**config.mk**
```make
export PLATFORM = sky130hd
export DESIGN_NAME = mem_port_arbiter
export DESIGN_NICKNAME = d
export VERILOG_FILES = /design/src/rtl/mem_port_arbiter.sv
export SDC_FILE = /design/constraint.sdc
export NUM_CORES = 1
export LEC_CHECK = 0
export ABC_AREA = 1
export BUFFER_PORTS_ARGS = -buffer_cell sky130_fd_sc_hd__buf_2
export CAP_MARGIN = 15
export CORE_AREA = 2 2 414 416
export CTS_BUF_LIST = sky130_fd_sc_hd__clkbuf_4 sky130_fd_sc_hd__clkbuf_8
export DETAILED_ROUTE_END_ITERATION = 16
export DIE_AREA = 0 0 416 418
export PLACE_DENSITY = 0.3
export SLEW_MARGIN = 20
export SYNTH_ARGS = -nofsm -noshare
export SYNTH_HDL_FRONTEND = slang
export SYNTH_SLANG_ARGS = --single-unit
```
**constraint.sdc**
```tcl
create_clock -name clock -period 3.4 [get_ports clock]
set_input_delay 0.34 -clock clock [delete_from_list [all_inputs] [get_ports clock]]
set_output_delay 0.34 -clock clock [all_outputs]
set_load 0.1 [all_outputs]
```
**src/rtl/mem_port_arbiter.sv**
```systemverilog
`default_nettype none
// ============================================================================
// Module   : mem_port_arbiter
// Purpose  : Shares the single data-memory port (one 128-bit line per access,
//            28-bit block address) among the four dcache cores of the
//            cache-switching data path. The active cache (pref_id) has
//            priority. The other requesters are served round-robin. A
//            bounded-preference counter stops the active cache from starving
//            the others. A grant is held for the owner's whole transaction.
// Revision : 1.0 - initial release
// ----------------------------------------------------------------------------
// Ports
//   clock          in   rising-edge clock
//   reset          in   synchronous, active-high reset
//   req_read       in   [NUM_REQ]         per-requester read request
//   req_write      in   [NUM_REQ]         per-requester write request
//   req_address    in   [NUM_REQ*ADDR_W]  packed addresses, i at [i*ADDR_W +: ADDR_W]
//   req_writedata  in   [NUM_REQ*DATA_W]  packed write lines, same packing
//   req_busywait   out  [NUM_REQ]         per-requester stall
//   req_readdata   out  [DATA_W]          mem_readdata broadcast
//   pref_id        in   [2]               id of the active cache
//   mem_read       out                    memory read strobe
//   mem_write      out                    memory write strobe
//   mem_address    out  [ADDR_W]          memory block address
//   mem_writedata  out  [DATA_W]          memory write line
//   mem_readdata   in   [DATA_W]          memory read line
//   mem_busywait   in                     memory stall
//   grant          out  [NUM_REQ]         one-hot owner, zero when idle
// ============================================================================
module mem_port_arbiter #(
    parameter int NUM_REQ  = 4,
    parameter int ADDR_W   = 28,
    parameter int DATA_W   = 128,
    parameter int PREF_MAX = 4
) (
    input  logic                      clock,
    input  logic                      reset,
    input  logic [NUM_REQ-1:0]        req_read,
    input  logic [NUM_REQ-1:0]        req_write,
    input  logic [NUM_REQ*ADDR_W-1:0] req_address,
    input  logic [NUM_REQ*DATA_W-1:0] req_writedata,
    output logic [NUM_REQ-1:0]        req_busywait,
    output logic [DATA_W-1:0]         req_readdata,
    input  logic [1:0]                pref_id,
    output logic                      mem_read,
    output logic                      mem_write,
    output logic [ADDR_W-1:0]         mem_address,
    output logic [DATA_W-1:0]         mem_writedata,
    input  logic [DATA_W-1:0]         mem_readdata,
    input  logic                      mem_busywait,
    output logic [NUM_REQ-1:0]        grant
);

    localparam int c_ID_W  = 2;
    localparam int c_CNT_W = $clog2(PREF_MAX + 1);

    typedef enum logic [0:0] {
        S_IDLE  = 1'b0,
        S_OWNED = 1'b1
    } state_t;

    state_t               state_q, state_d;
    logic [NUM_REQ-1:0]   grant_q, grant_d;
    logic [c_ID_W-1:0]    rr_ptr_q, rr_ptr_d;
    logic [c_CNT_W-1:0]   pref_cnt_q, pref_cnt_d;

    logic [NUM_REQ-1:0]   w_requesting;
    logic [NUM_REQ-1:0]   w_pref_mask;
    logic                 w_pref_req;
    logic                 w_others_any;
    logic                 w_pref_sat;
    logic                 w_rr_found;
    logic [c_ID_W-1:0]    w_rr_winner;

    assign w_requesting = req_read | req_write;
    assign w_pref_req   = w_requesting[pref_id];
    assign w_others_any = |(w_requesting & ~w_pref_mask);
    assign w_pref_sat   = (pref_cnt_q >= c_CNT_W'(PREF_MAX));

    always_comb begin
        w_pref_mask          = '0;
        w_pref_mask[pref_id] = 1'b1;
    end

    // Round-robin scan starting just after the last round-robin winner.
    // The active cache is skipped once it has used up its preference budget,
    // so a waiting requester is guaranteed to get in.
    always_comb begin : p_rr_scan
        logic [c_ID_W-1:0] w_idx;
        w_idx       = '0;
        w_rr_found  = 1'b0;
        w_rr_winner = '0;
        for (int k = 1; k <= NUM_REQ; k++) begin
            w_idx = c_ID_W'((int'(rr_ptr_q) + k) % NUM_REQ);
            if (!w_rr_found && w_requesting[w_idx] &&
                !(w_pref_sat && (w_idx == pref_id))) begin
                w_rr_found  = 1'b1;
                w_rr_winner = w_idx;
            end
        end
    end

    always_ff @(posedge clock) begin
        if (reset) begin
            state_q    <= S_IDLE;
            grant_q    <= '0;
            rr_ptr_q   <= c_ID_W'(NUM_REQ - 1);
            pref_cnt_q <= '0;
        end else begin
            state_q    <= state_d;
            grant_q    <= grant_d;
            rr_ptr_q   <= rr_ptr_d;
            pref_cnt_q <= pref_cnt_d;
        end
    end

    always_comb begin
        state_d    = state_q;
        grant_d    = grant_q;
        rr_ptr_d   = rr_ptr_q;
        pref_cnt_d = pref_cnt_q;
        case (state_q)
            S_IDLE: begin
                grant_d = '0;
                if (|w_requesting) begin
                    if (w_pref_req && (!w_pref_sat || !w_others_any)) begin
                        state_d = S_OWNED;
                        grant_d = w_pref_mask;
                        // The budget only counts wins taken while someone
                        // else was kept waiting.
                        if (w_others_any) begin
                            pref_cnt_d = pref_cnt_q + c_CNT_W'(1);
                        end else begin
                            pref_cnt_d = '0;
                        end
                    end else if (w_rr_found) begin
                        state_d              = S_OWNED;
                        grant_d[w_rr_winner] = 1'b1;
                        rr_ptr_d             = w_rr_winner;
                        pref_cnt_d           = '0;
                    end
                end
            end
            S_OWNED: begin
                // Held while the owner keeps either strobe up, so a writeback
                // followed by a fetch stays under one grant.
                if (!(|(w_requesting & grant_q))) begin
                    state_d = S_IDLE;
                    grant_d = '0;
                end
            end
            default: begin
                state_d = S_IDLE;
                grant_d = '0;
            end
        endcase
    end

    // Memory-side mux; grant_q is zero in IDLE so everything idles at 0.
    always_comb begin
        mem_read      = 1'b0;
        mem_write     = 1'b0;
        mem_address   = '0;
        mem_writedata = '0;
        for (int i = 0; i < NUM_REQ; i++) begin
            if (grant_q[i]) begin
                mem_write     = req_write[i];
                mem_read      = req_read[i] & ~req_write[i];
                mem_address   = req_address[i*ADDR_W +: ADDR_W];
                mem_writedata = req_writedata[i*DATA_W +: DATA_W];
            end
        end
    end

    generate
        for (genvar gi = 0; gi < NUM_REQ; gi++) begin : g_busywait
            assign req_busywait[gi] = grant_q[gi] ? mem_busywait : w_requesting[gi];
        end
    endgenerate

    assign req_readdata = mem_readdata;
    assign grant        = grant_q;

endmodule
`default_nettype wire

```
# Word-level counts from Yosys, hierarchy flattened

Cells that the tools add are included.

Bits of input ports: 765
Logic and storage cells: 122
Register bits after elaboration: 10
Output and inout bits: 294

Bitwise gates (word level): 14
Equality and inequality tests: 5
Reduce and logical (&&, ||, !) cells: 30
Add/subtract/negate cells: 5
Muxes and demuxes: 55
Magnitude comparators: 9

Operators by type and width:

| operator                                                                             | count |
|---|---|
| 128-bit two-way mux                                                                  | 4 |
| 28-bit two-way mux                                                                   | 4 |
| 1-bit two-way mux                                                                    | 27 |
| 2-bit by 3-bit < comparator with 1-bit output (second input constant)                | 6 |
| 4-bit two-way mux                                                                    | 4 |
| 1-bit logical AND                                                                    | 14 |
| 4-bit OR reduction                                                                   | 3 |
| 1-bit binary-select mux with 2-bit select                                            | 5 |
| 1-bit zero test                                                                      | 9 |
| 3-bit two-way mux                                                                    | 3 |
| 4-bit bitwise AND                                                                    | 2 |
| 2-bit equality test                                                                  | 4 |
| 2-bit two-way mux                                                                    | 4 |
| 4-bit one-hot mux with 2 select lines                                                | 1 |
| 1-bit NOT                                                                            | 6 |
| 2-bit by 1-bit adder with 2-bit output (second input constant)                       | 2 |
| 2-bit adder (second input constant)                                                  | 2 |
| 1-bit bitwise AND                                                                    | 4 |
| 1-bit demux with 2-bit select                                                        | 2 |
| 2-bit by 1-bit greater-or-equal comparator with 1-bit output (second input constant) | 2 |
| 4-bit NOT                                                                            | 1 |
| 4-bit OR                                                                             | 1 |
| 4-bit AND reduction                                                                  | 1 |
| 3-bit by 1-bit adder with 3-bit output (second input constant)                       | 1 |
| 6 further kinds                                                                      | 6 |

# Depth between registers and ports, before layout

Gate-level depths: netlist of run 1.

Word-level depth: 26
Gate-level depth with buffers: 16
Gate-level depth less buffers: 15

# Worst setup path before layout of run 1

OpenSTA, ideal clock, no wires.

Path kind: reg-to-output
From: register grant_q[0], in the netlist grant[0]
To: output mem_writedata[45]
Path slack: -1.132 ns
Cell stages (with the launch flop): 7
Required time: 3.060 ns
Data arrival time: 4.192 ns
Cells stage by stage: dfxtp_1 -> inv_1 -> nor2_1 -> buf_2 -> buf_1 -> a221oi_1 -> o31ai_1

Word-level cells in the longest chain between the ends: 4

RTL lines:

| element                          | RTL line | RTL |
|---|---|---|
| from (decl)                      | 63       | `logic [NUM_REQ-1:0] grant_q, grant_d;` |
| from (signal assigned)           | 111      | `grant_q <= grant_d;` |
| 128-bit two-way mux (4 in a row) | 166      | `if (grant_q[i]) begin` |
| to (decl)                        | 48       | `output logic [DATA_W-1:0] mem_writedata,` |

No other way between the ends.

# Worst setup path after layout of run 1

From: register grant_q[1], in the netlist grant[1]
To: output mem_address[19]

Word-level cells in the longest chain between the ends: 3

RTL lines:

| element                         | RTL line | RTL |
|---|---|---|
| 28-bit two-way mux (3 in a row) | 166      |  |
| to (decl)                       | 47       | `output logic [ADDR_W-1:0] mem_address,` |

No other way between the ends.

==> results of run 1 <==
## power by group
| part | leakage (nW) | internal, mW | total, mW | switching (mW) |
|---|---|---|---|---|
| sequential | 0.0847 | 0.135 | 0.194 | 0.0592 |
| clock | 0.0263 | 0.0902 | 0.139 | 0.0483 |
| combinational | 6.01 | 2.28 | 8.90 | 6.62 |
## cell usage after synthesis (2+ instances only)
cell,instances
nand2_1,227
nor2_1,165
a221oi_1,156
o31ai_1,156
buf_4,129
clkbuf_1,90
nand3_1,20
inv_1,19
a21oi_1,13
buf_2,11
dfxtp_1,10
o21ai_0,9
inv_2,7
nand2_2,7
nor2_2,5
buf_1,4
nand2_4,3
o21ai_1,3
buf_6,2
ha_1,2
nand3_2,2
nand4_1,2
## sequential cells by signal, summed over array words and instances (netlist names)
name / cells
grant: 4
pref_cnt_q: 3
rr_ptr_q: 2
state_q: 1
## metal layers
layer / vias to the layer above / track usage (%) / routed length (µm)
met5: - / 0 / 721
met4: 118 / 2.089 / 2423
met3: 270 / 5.880 / 12960
met2: 746 / 16.47 / 43110
met1: 5452 / 13.33 / 40080
li1: 5048 / - / -
## worst min path at each step
stage               end  slack, ns
6_report       grant[3]       0.37
5_1_grt        grant[3]       0.37
4_1_cts        grant[3]       0.36
3_5_place_dp    state_q       0.49
3_3_place_gp    state_q       0.49
2_1_floorplan  grant[0]       0.41
## cell families (layout without fill, tap and decap cells)
kind of cell,Yosys count,count (layout)
other,0,22
buffers and inverters,263,873
AND/OR/NAND/NOR,434,434
AO/OA/AOI/OAI,346,346
flip-flops,10,10
adder cells (fa/ha/maj),2,2
## final cells by class
cell class | count | share of cell area, %
diodes | 22 | 0.3621
clock buffers | 4 | 0.3210
inverters | 27 | 0.7325
multi-input cells | 782 | 43.55
flip-flops and latches | 10 | 1.391
well taps | 2218 | 18.26
repair buffers | 842 | 35.39
## through the flow
step           hold slack, ns  total power [mW]  area (µm²)  utilization [%]
6_report               0.3651             9.234       15200            8.990
5_1_grt                0.3746             9.554       15160            8.965
4_1_cts                0.3618             9.376       15150            8.958
3_5_place_dp           0.4922             9.214       15100            8.929
3_3_place_gp           0.4931             9.233       15100            8.929
2_1_floorplan          0.4091             7.086        8315                -
==> qor.csv, run 1 <==
stage,metric,value,unit
worst_setup_path,Worst setup startpoint,grant[1],
hold_path,Min-Delay Path Class,in -> reg,
clock_network,number of hold buffers added after CTS,0,
worst_setup_path,cell depth of the worst setup path,4,
placement,hpwl dp,88.56,mm
timing,RSZ-0062 raised after global routing,no,
detailed_routing,DRT iter0 DRCs,830,
yosys,Synth Flop Type,dfxtp_1,
placement,placed cell count,3879,
yosys,Synth Net Count,1822,
worst_setup_path,worst-path fanout max,92,
yosys,distinct cell type count after synthesis,35,
timing,worst setup slack after layout,0.5590,ns
floorplanning,CORE AREA,0.1691,mm²
clock_network,Max Buffers Root-to-Sink,2,
floorplanning,die span in x,416,µm
pwr,Worst VDD drop,0.2128,mV
final_layout,"commonest non-fill, non-tap cell in the layout",buf_2,
yosys,simple-gate share of the synthesized area,28.12,%
final_layout,area grow syn2layout,144.1,%
worst_setup_path,Reg2Reg Depth,14,
yosys,post-synthesis compound-gate area fraction,44.13,%
final_layout,fill count,19920,
timing,"Slew Viols, Final",0,
worst_setup_path,"Req. time, crit path",3.06,ns
worst_setup_path,flop2flop setup slack,1.15,ns
placement,"worst slack, placed",0.8297,ns
detailed_routing,via/cell ratio,2.979,
clock_network,CTS tree,built,
pwr,leakage,6.121,nW
detailed_routing,wire length per cell,25.43,µm
floorplanning,die area,0.1739,mm²
final_layout,area of the multi-input gates,0.006620,mm²
timing,Clock Skews,0.004997,ns
yosys,#FFs+latches synth,10,
worst_setup_path,Crit Path Class,reg -> out,
worst_setup_path,WP buf/inv,2,
yosys,synth top area cells,"a221oi_1 (22%), o31ai_1 (19%), buf_4 (16%)",
hold_path,Hold Crit Depth,2,
floorplanning,IO Count,1059,
clock_network,Root Buffer,clkbuf_8,
worst_setup_path,"Cell Chain, Critical Path",buf_12 -> a221oi_1 -> o31ai_4 -> buf_2,
detailed_routing,TritonRoute pass-1 iters,5,
worst_setup_path,CP endpoint,mem_address[19],
outcome,status,"finished, final reports clean",
timing,"Setup violations, final",0,
timing,period utilisation layout,83.56,%
yosys,Ys Warns,0,
yosys,sequential area share after synthesis,3.214,%
clock_network,"Reg clk slew, reported paths",0.05,ns
clock_network,CTS Buf Count,3,
worst_setup_path,critical path arrival,2.50,ns
detailed_routing,Total Wirelength,99.29,mm
timing,FMAX,352.0,MHz
yosys,largest family of logic cells by synthesized area,compound AO/OA/AOI/OAI gates,
detailed_routing,"antenna viol nets, final",0,
clock_network,PostCTS Resize Cnt,0,
yosys,Synth Area in Adders,0.4018,%
timing,setup TNS,0,ns
placement,Final Wtd Congestion,0.8702,
clock_network,clock tree sinks,10,
timing,Slew Limit Headroom,28.25,%
floorplanning,DIE HEIGHT,418,µm
detailed_routing,DR DRC count,0,
floorplanning,Initial Util,3.683,%
global_route,largest net degree at the start of global routing,93,
pwr,Power Dens Cells,607.4,mW/mm²
worst_setup_path,r2r endpoint,grant[2],
final_layout,Non-Filler Instances,3905,
hold_path,Hold Path Origin,reset,
yosys,Post-synth EDFFs,0,
final_layout,"commonest non-fill, non-tap cells in the layout","buf_2 (736), nand2_1 (227), nor2_1 (164)",
worst_setup_path,largest delay contributor family on the critical path,compound AO/OA/AOI/OAI gates,
clock_network,postcts setup bufs,0,
floorplanning,FP Rows,151,
global_route,total global routing overflow,0,
placement,port buffer count,802,
yosys,Yosys top cell area share,21.94,%
yosys,Synth area leader,a221oi_1,
worst_setup_path,crit end category,output port,
final_layout,sequential cell area,211.5,µm²
yosys,cell area after synthesis,0.006228,mm²
global_route,Total GRT Usage,10.80,%
yosys,post-synthesis mux area share,0,%
final_layout,final layout net count,2433,
global_route,initial antenna violation count,148,
global_route,first-pass GRT wire length,123.9,mm
final_layout,layout cell share with drive strength beyond 1,62.34,%
yosys,fraction of registers with async set/reset,0,%
detailed_routing,vias after detailed routing,11630,
clock_network,H-tree Lvls,1,
clock_network,Clock Latency Late Sink,0.24,ns
worst_setup_path,largest stage delay on the critical path,1.07,ns
yosys,Post-Synth XOR/XNOR Area,0,%
yosys,synthesized instance count,1055,
timing,Fin. Hold Viols,0,
timing,final critical-path required period,2.841,ns
flow_run,Max Cap Viol,0,
yosys,synthesized area per cell,5.904,µm²
timing,Least-Margin Pin Slew,1.076,ns
worst_setup_path,worst r2r src,rr_ptr_q[0],
global_route,number of global-route vias before repair,11610,
worst_setup_path,CP max-delay cell,a221oi_1,
worst_setup_path,CP startpoint kind,flop,
No activity file was read; power rests on OpenSTA's default activity.
==> run 2, diff against run 1 <==
--- a/config.mk
+++ b/config.mk
@@ -8,10 +8,10 @@
 export ABC_AREA = 1
 export BUFFER_PORTS_ARGS = -buffer_cell sky130_fd_sc_hd__buf_2
 export CAP_MARGIN = 15
-export CORE_AREA = 2 2 414 416
+export CORE_AREA = 2 2 416 418
 export CTS_BUF_LIST = sky130_fd_sc_hd__clkbuf_4 sky130_fd_sc_hd__clkbuf_8
 export DETAILED_ROUTE_END_ITERATION = 16
-export DIE_AREA = 0 0 416 418
+export DIE_AREA = 0 0 418 420
 export PLACE_DENSITY = 0.3
 export SLEW_MARGIN = 20
 export SYNTH_ARGS = -nofsm -noshare
==> constraint.sdc (replaced) <==
create_clock -name clock -period 2.62 [get_ports clock]
set_input_delay 0.262 -clock clock [delete_from_list [all_inputs] [get_ports clock]]
set_output_delay 0.262 -clock clock [all_outputs]
set_load 0.1 [all_outputs]
==> qor.csv, run 2 (synthesis results as in run 1) <==
stage,metric,value,unit
timing,Clock Skews,0.001223,ns
clock_network,CTS Buf Count,3,
floorplanning,DIE HEIGHT,420,µm
final_layout,fill count,19900,
clock_network,CTS tree,built,
timing,setup TNS,0,ns
detailed_routing,DRT iter0 DRCs,636,
global_route,total global routing overflow,0,
placement,DP Area,0.01698,mm²
floorplanning,die area,0.1756,mm²
placement,hpwl dp,99.07,mm
detailed_routing,"antenna viol nets, final",0,
global_route,number of global-route vias before repair,11860,
worst_setup_path,worst-path fanout max,42,
clock_network,number of hold buffers added after CTS,0,
timing,period utilisation layout,99.73,%
placement,"worst slack, placed",-0.2139,ns
worst_setup_path,Crit Path Class,reg -> out,
hold_path,Min-Delay Path Class,in -> reg,
final_layout,area of the multi-input gates,0.006581,mm²
pwr,Worst VDD drop,0.2338,mV
final_layout,sequential cell area,215.2,µm²
worst_setup_path,CP endpoint,mem_writedata[14],
detailed_routing,via/cell ratio,2.999,
final_layout,max reg flops,4,
worst_setup_path,Worst setup startpoint,grant[0],
floorplanning,IO Count,1059,
timing,worst setup slack after layout,0.007178,ns
worst_setup_path,worst r2r src,rr_ptr_q[0],
timing,Fin. Hold Viols,0,
floorplanning,Initial Util,3.643,%
detailed_routing,TritonRoute pass-1 iters,5,
flow_run,Max Cap Viol,0,
final_layout,design area,0.01711,mm²
worst_setup_path,critical path arrival,2.35,ns
timing,"Slew Viols, Final",0,
clock_network,Max Buffers Root-to-Sink,2,
worst_setup_path,"Req. time, crit path",2.36,ns
clock_network,Root Buffer,clkbuf_8,
final_layout,"commonest non-fill, non-tap cells in the layout","buf_2 (642), nand2_1 (227), buf_12 (184)",
global_route,initial antenna violation count,151,
floorplanning,die span in x,418,µm
pwr,leakage,6.683,nW
floorplanning,CORE AREA,0.1710,mm²
clock_network,H-tree Lvls,1,
final_layout,"commonest non-fill, non-tap cell in the layout",buf_2,
pwr,Power Dens Cells,805.4,mW/mm²
floorplanning,FP Rows,152,
outcome,status,"finished, final reports clean",
placement,Final Wtd Congestion,0.8317,
worst_setup_path,r2r endpoint,pref_cnt_q[1],
detailed_routing,Total Wirelength,108.3,mm
global_route,largest net degree at the start of global routing,80,
worst_setup_path,CP startpoint kind,flop,
timing,FMAX,382.7,MHz
pwr,Total Power,13.78,mW
timing,RSZ-0062 raised after global routing,no,
placement,port buffer count,802,
worst_setup_path,crit end category,output port,
clock_network,Clock Latency Late Sink,0.24,ns
clock_network,"Reg clk slew, reported paths",0.05,ns
final_layout,layout cell share with drive strength beyond 1,62.99,%
timing,Slew Limit Headroom,41.65,%
global_route,Total GRT Usage,11.67,%
worst_setup_path,flop2flop setup slack,0.60,ns
detailed_routing,vias after detailed routing,11860,
detailed_routing,wire length per cell,27.38,µm
timing,Least-Margin Pin Slew,0.8753,ns
timing,final critical-path required period,2.613,ns
final_layout,area grow syn2layout,174.7,%
worst_setup_path,Reg2Reg Depth,13,
detailed_routing,DR DRC count,0,
clock_network,clock tree sinks,10,
global_route,first-pass GRT wire length,133.1,mm
timing,"Setup violations, final",0,
final_layout,final layout net count,2473,
run 2: area by class of cell:
| cell class | count | area share [%] |
|---|---|---|
| antenna | 17 | 0.2486 |
| clock buffer | 3 | 0.2413 |
| clock inverter | 1 | 0.02194 |
| inverter | 27 | 0.6508 |
| multi-input combinational | 782 | 38.46 |
| sequential | 10 | 1.258 |
| tap | 2233 | 16.33 |
| timing repair buffer | 882 | 42.79 |
run 2: power breakdown:
part	switching, mW	internal, mW	total [mW]
clock network	0.0658	0.103	0.169
logic	8.94	4.43	13.4
registers	0.0650	0.176	0.241
total	9.07	4.71	13.8
run 2: worst min-delay path by stage:
stage / start / to / slack [ns] / cells after the start
after detailed placement: grant[0] / grant[0] / 0.50 / 2
after CTS: reset / grant[2] / 0.32 / 2
final: reset / grant[2] / 0.31 / 2
after floorplan: reset / grant[0] / 0.32 / 1
after global placement: state_q / state_q / 0.49 / 2
after global routing: reset / grant[0] / 0.32 / 2
run 2: metal layers:
metal | track usage, % | routed length [µm] | part of all wire [%]
met1 | 13.71 | 41410 | 38
met2 | 18.93 | 49730 | 46
met3 | 5.935 | 13380 | 12
met4 | 2.313 | 3007 | 2.8
met5 | 0 | 746 | 0.69
run 2: repair_timing:
| item | CTS | global route |
|---|---|---|
| endpoints found under the setup margin | 4 | 1 |
| resized for setup | 4 | 1 |
| buffers inserted | 1 | 0 |
| pin swaps | 2 | 0 |
run 2: metrics by stage:
| stage | hold WS (ns) | cells | util (%) |
|---|---|---|---|
| 2_1_floorplan | 0.3214 | 1055 | - |
| 3_3_place_gp | 0.4896 | 3934 | 9.931 |
| 3_5_place_dp | 0.4964 | 3934 | 9.931 |
| 4_1_cts | 0.3150 | 3938 | 9.979 |
| 5_1_grt | 0.3247 | 3943 | 9.990 |
| 6_report | 0.3072 | 3955 | 10.01 |
run 2: critical path, stage by stage, from the launching register on:
cell and delay (ns):
dfxtp_4 0.35, inv_1 0.11, nor2_4 0.06, buf_12 0.14
buf_4 0.17, buf_12 0.18, a221oi_1 0.76, o31ai_4 0.10
buf_12 0.20
==> run 3, diff against run 2 <==
--- a/config.mk
+++ b/config.mk
@@ -5,13 +5,12 @@
 export SDC_FILE = /design/constraint.sdc
 export NUM_CORES = 1
 export LEC_CHECK = 0
-export ABC_AREA = 1
 export BUFFER_PORTS_ARGS = -buffer_cell sky130_fd_sc_hd__buf_2
 export CAP_MARGIN = 15
-export CORE_AREA = 2 2 416 418
+export CORE_AREA = 2 2 408 410
 export CTS_BUF_LIST = sky130_fd_sc_hd__clkbuf_4 sky130_fd_sc_hd__clkbuf_8
 export DETAILED_ROUTE_END_ITERATION = 16
-export DIE_AREA = 0 0 418 420
+export DIE_AREA = 0 0 410 412
 export PLACE_DENSITY = 0.3
 export SLEW_MARGIN = 20
 export SYNTH_ARGS = -nofsm -noshare
==> qor.csv, run 3 <==
stage,metric,value,unit
final_layout,final layout net count,2579,
global_route,initial antenna violation count,153,
global_route,first-pass GRT wire length,125.6,mm
pwr,leakage,6.419,nW
placement,port buffer count,802,
floorplanning,Initial Util,3.865,%
timing,Clock Skews,0.003431,ns
yosys,#FFs+latches synth,10,
clock_network,H-tree Lvls,1,
final_layout,Non-Filler Instances,4014,
pwr,Worst VDD drop,0.2077,mV
yosys,cell area after synthesis,0.006347,mm²
detailed_routing,vias after detailed routing,12030,
yosys,Post-synth EDFFs,0,
worst_setup_path,"most used cell, CP",buf_12,
clock_network,number of hold buffers added after CTS,0,
worst_setup_path,Crit Path Class,reg -> out,
worst_setup_path,crit end category,output port,
yosys,post-synthesis mux area share,1.439,%
global_route,met2 track demand over resource,18.05,%
pwr,Total Power,6.626,mW
outcome,status,"finished, final reports clean",
final_layout,layout cell share with drive strength beyond 1,58.97,%
timing,Least-Margin Pin Slew,0.6773,ns
yosys,Synth Flop Type,dfxtp_1,
yosys,Synth area leader,a22oi_1,
worst_setup_path,CP startpoint kind,flop,
global_route,Total GRT Usage,11.35,%
worst_setup_path,critical path arrival,2.30,ns
detailed_routing,DRT iter0 DRCs,842,
global_route,number of global-route vias before repair,11480,
clock_network,"Reg clk slew, reported paths",0.05,ns
worst_setup_path,CP max-delay cell,dfxtp_4,
timing,Fin. Hold Viols,0,
clock_network,CTS tree,built,
yosys,synthesized instance count,1160,
yosys,sequential area share after synthesis,3.154,%
floorplanning,die span in x,410,µm
worst_setup_path,flop2flop setup slack,0.21,ns
timing,"Slew Viols, Final",0,
detailed_routing,DR DRC count,0,
detailed_routing,"antenna viol nets, final",0,
hold_path,Min-Delay Path Class,in -> reg,
yosys,Synth Area in Adders,0.3942,%
timing,"Setup violations, final",0,
flow_run,Max Cap Viol,0,
yosys,Ys Warns,0,
global_route,grt peak-use layer,met2,
global_route,largest net degree at the start of global routing,59,
final_layout,area grow syn2layout,160.2,%
yosys,largest family of logic cells by synthesized area,compound AO/OA/AOI/OAI gates,
yosys,Synth Net Count,1927,
timing,Slew Limit Headroom,55.16,%
timing,period utilisation layout,97.96,%
final_layout,max reg flops,4,
clock_network,Clock Latency Late Sink,0.24,ns
yosys,Post-Synth XOR/XNOR Area,0.5717,%
yosys,distinct cell type count after synthesis,49,
yosys,synthesized area per cell,5.472,µm²
global_route,total global routing overflow,0,
final_layout,"commonest non-fill, non-tap cells in the layout","buf_2 (647), buf_12 (174), nor2_1 (172)",
clock_network,Max Buffers Root-to-Sink,2,
yosys,simple-gate share of the synthesized area,22.98,%
timing,RSZ-0062 raised after global routing,no,
yosys,fraction of registers with async set/reset,0,%
floorplanning,FP Rows,149,
yosys,Yosys top cell area share,18.81,%
global_route,met3 Resource Use GR,4.432,%
placement,placed cell count,3996,
detailed_routing,Total Wirelength,101.9,mm
floorplanning,IO Count,1059,
worst_setup_path,worst-path fanout max,30,
yosys,synth top area cells,"a22oi_1 (19%), buf_4 (15%), a21oi_1 (13%)",
worst_setup_path,largest stage delay on the critical path,0.38,ns
yosys,Post-synth top cells,"nor2_1 (172), nand2_1 (169), a21oi_1 (166), o21ai_0 (160), a22oi_1 (159)",
floorplanning,CORE AREA,0.1642,mm²
pwr,Power Dens Cells,401.2,mW/mm²
final_layout,"commonest non-fill, non-tap cell in the layout",buf_2,
floorplanning,die area,0.1689,mm²
placement,Final Wtd Congestion,0.9154,
worst_setup_path,"Req. time, crit path",2.36,ns
placement,hpwl dp,93.42,mm
floorplanning,DIE HEIGHT,412,µm
detailed_routing,wire length per cell,25.39,µm
yosys,post-synthesis compound-gate area fraction,48.73,%
worst_setup_path,"Cell Chain, Critical Path",nor2b_4 -> buf_12 -> buf_12 -> a22oi_1 -> nor2_1 -> a21oi_1 -> o21ai_4 -> buf_12,
clock_network,Root Buffer,clkbuf_8,
clock_network,CTS Buf Count,3,
timing,final critical-path required period,2.567,ns
detailed_routing,TritonRoute pass-1 iters,5,
global_route,routing usage on met1,14.57,%
detailed_routing,via/cell ratio,2.996,
timing,FMAX,389.6,MHz
clock_network,clock tree sinks,10,
yosys,most numerous cell in the Yosys netlist,nor2_1,
-- run 3: path summary, 6_finish.rpt --
kind                 startpoint                to  cells past startpoint
setup / recovery       grant[0]  mem_writedata[5]                      8
hold / removal            reset     pref_cnt_q[2]                      2
setup reg to reg    rr_ptr_q[1]          grant[1]                      8
hold reg to reg   pref_cnt_q[0]     pref_cnt_q[0]                      2
-- run 3: metal layers --
layer / routed length (µm) / up-vias
li1: - / 5339
met1: 42420 / 5488
met2: 45100 / 826
met3: 11120 / 322
met4: 2934 / 52
met5: 323 / -
-- run 3: logic make-up after synthesis --
family,Yosys count
buffers and inverters,252
AOI/OAI and AO/OA,516
DFF,10
adders and majority gates,2
xor gates and xnor gates,2
and+or+nand+nor,370
muxes,8
-- run 3: critical path, delay by kind of cell (launching register included) --
family          cells  cell delay, ns
simple gates        2            0.60
buf+inv             3            0.62
flops               1            0.38
compound gates      3            0.40
-- run 3: power by group --
part	leakage, nW	switching, mW	internal (mW)	total [mW]
Combinational	6.31	4.12	2.14	6.26
Clock	0.0232	0.0639	0.103	0.167
Sequential	0.0850	0.0354	0.164	0.199
Total	6.42	4.22	2.41	6.63
-- run 3: metrics by stage --
stage                     hold slack [ns]  setup TNS, ns  setup WS [ns]  area, µm²  util, %
after floorplan                    0.4486        -0.6332        -0.6332       7844        -
after global placement             0.4653              0         0.1157      16430    10.00
after detailed placement           0.4682              0         0.1255      16430    10.00
after CTS                          0.3212              0      0.0009861      16470    10.03
after global routing               0.3410              0        0.01891      16490    10.04
final                              0.3239              0        0.05342      16520    10.06
-- run 3: layout make-up --
type                       instances  area [µm²]
sequential                        10       215.2
clock buffer                       3       41.29
clock inverter                     1       3.754
inverter                           8       30.03
tap                             2189        2739
multi-input combinational        898        6202
antenna                           14       35.03
timing repair buffer             891        7251
fill                           19270      147700
-- run 3: timing repair --
| action | CTS | global route |
|---|---|---|
| endpoints found under the setup margin | 0 | 2 |
| setup buffers | 0 | 0 |
| gates resized for setup | 0 | 2 |
| hold endpoints to repair | 0 | 0 |
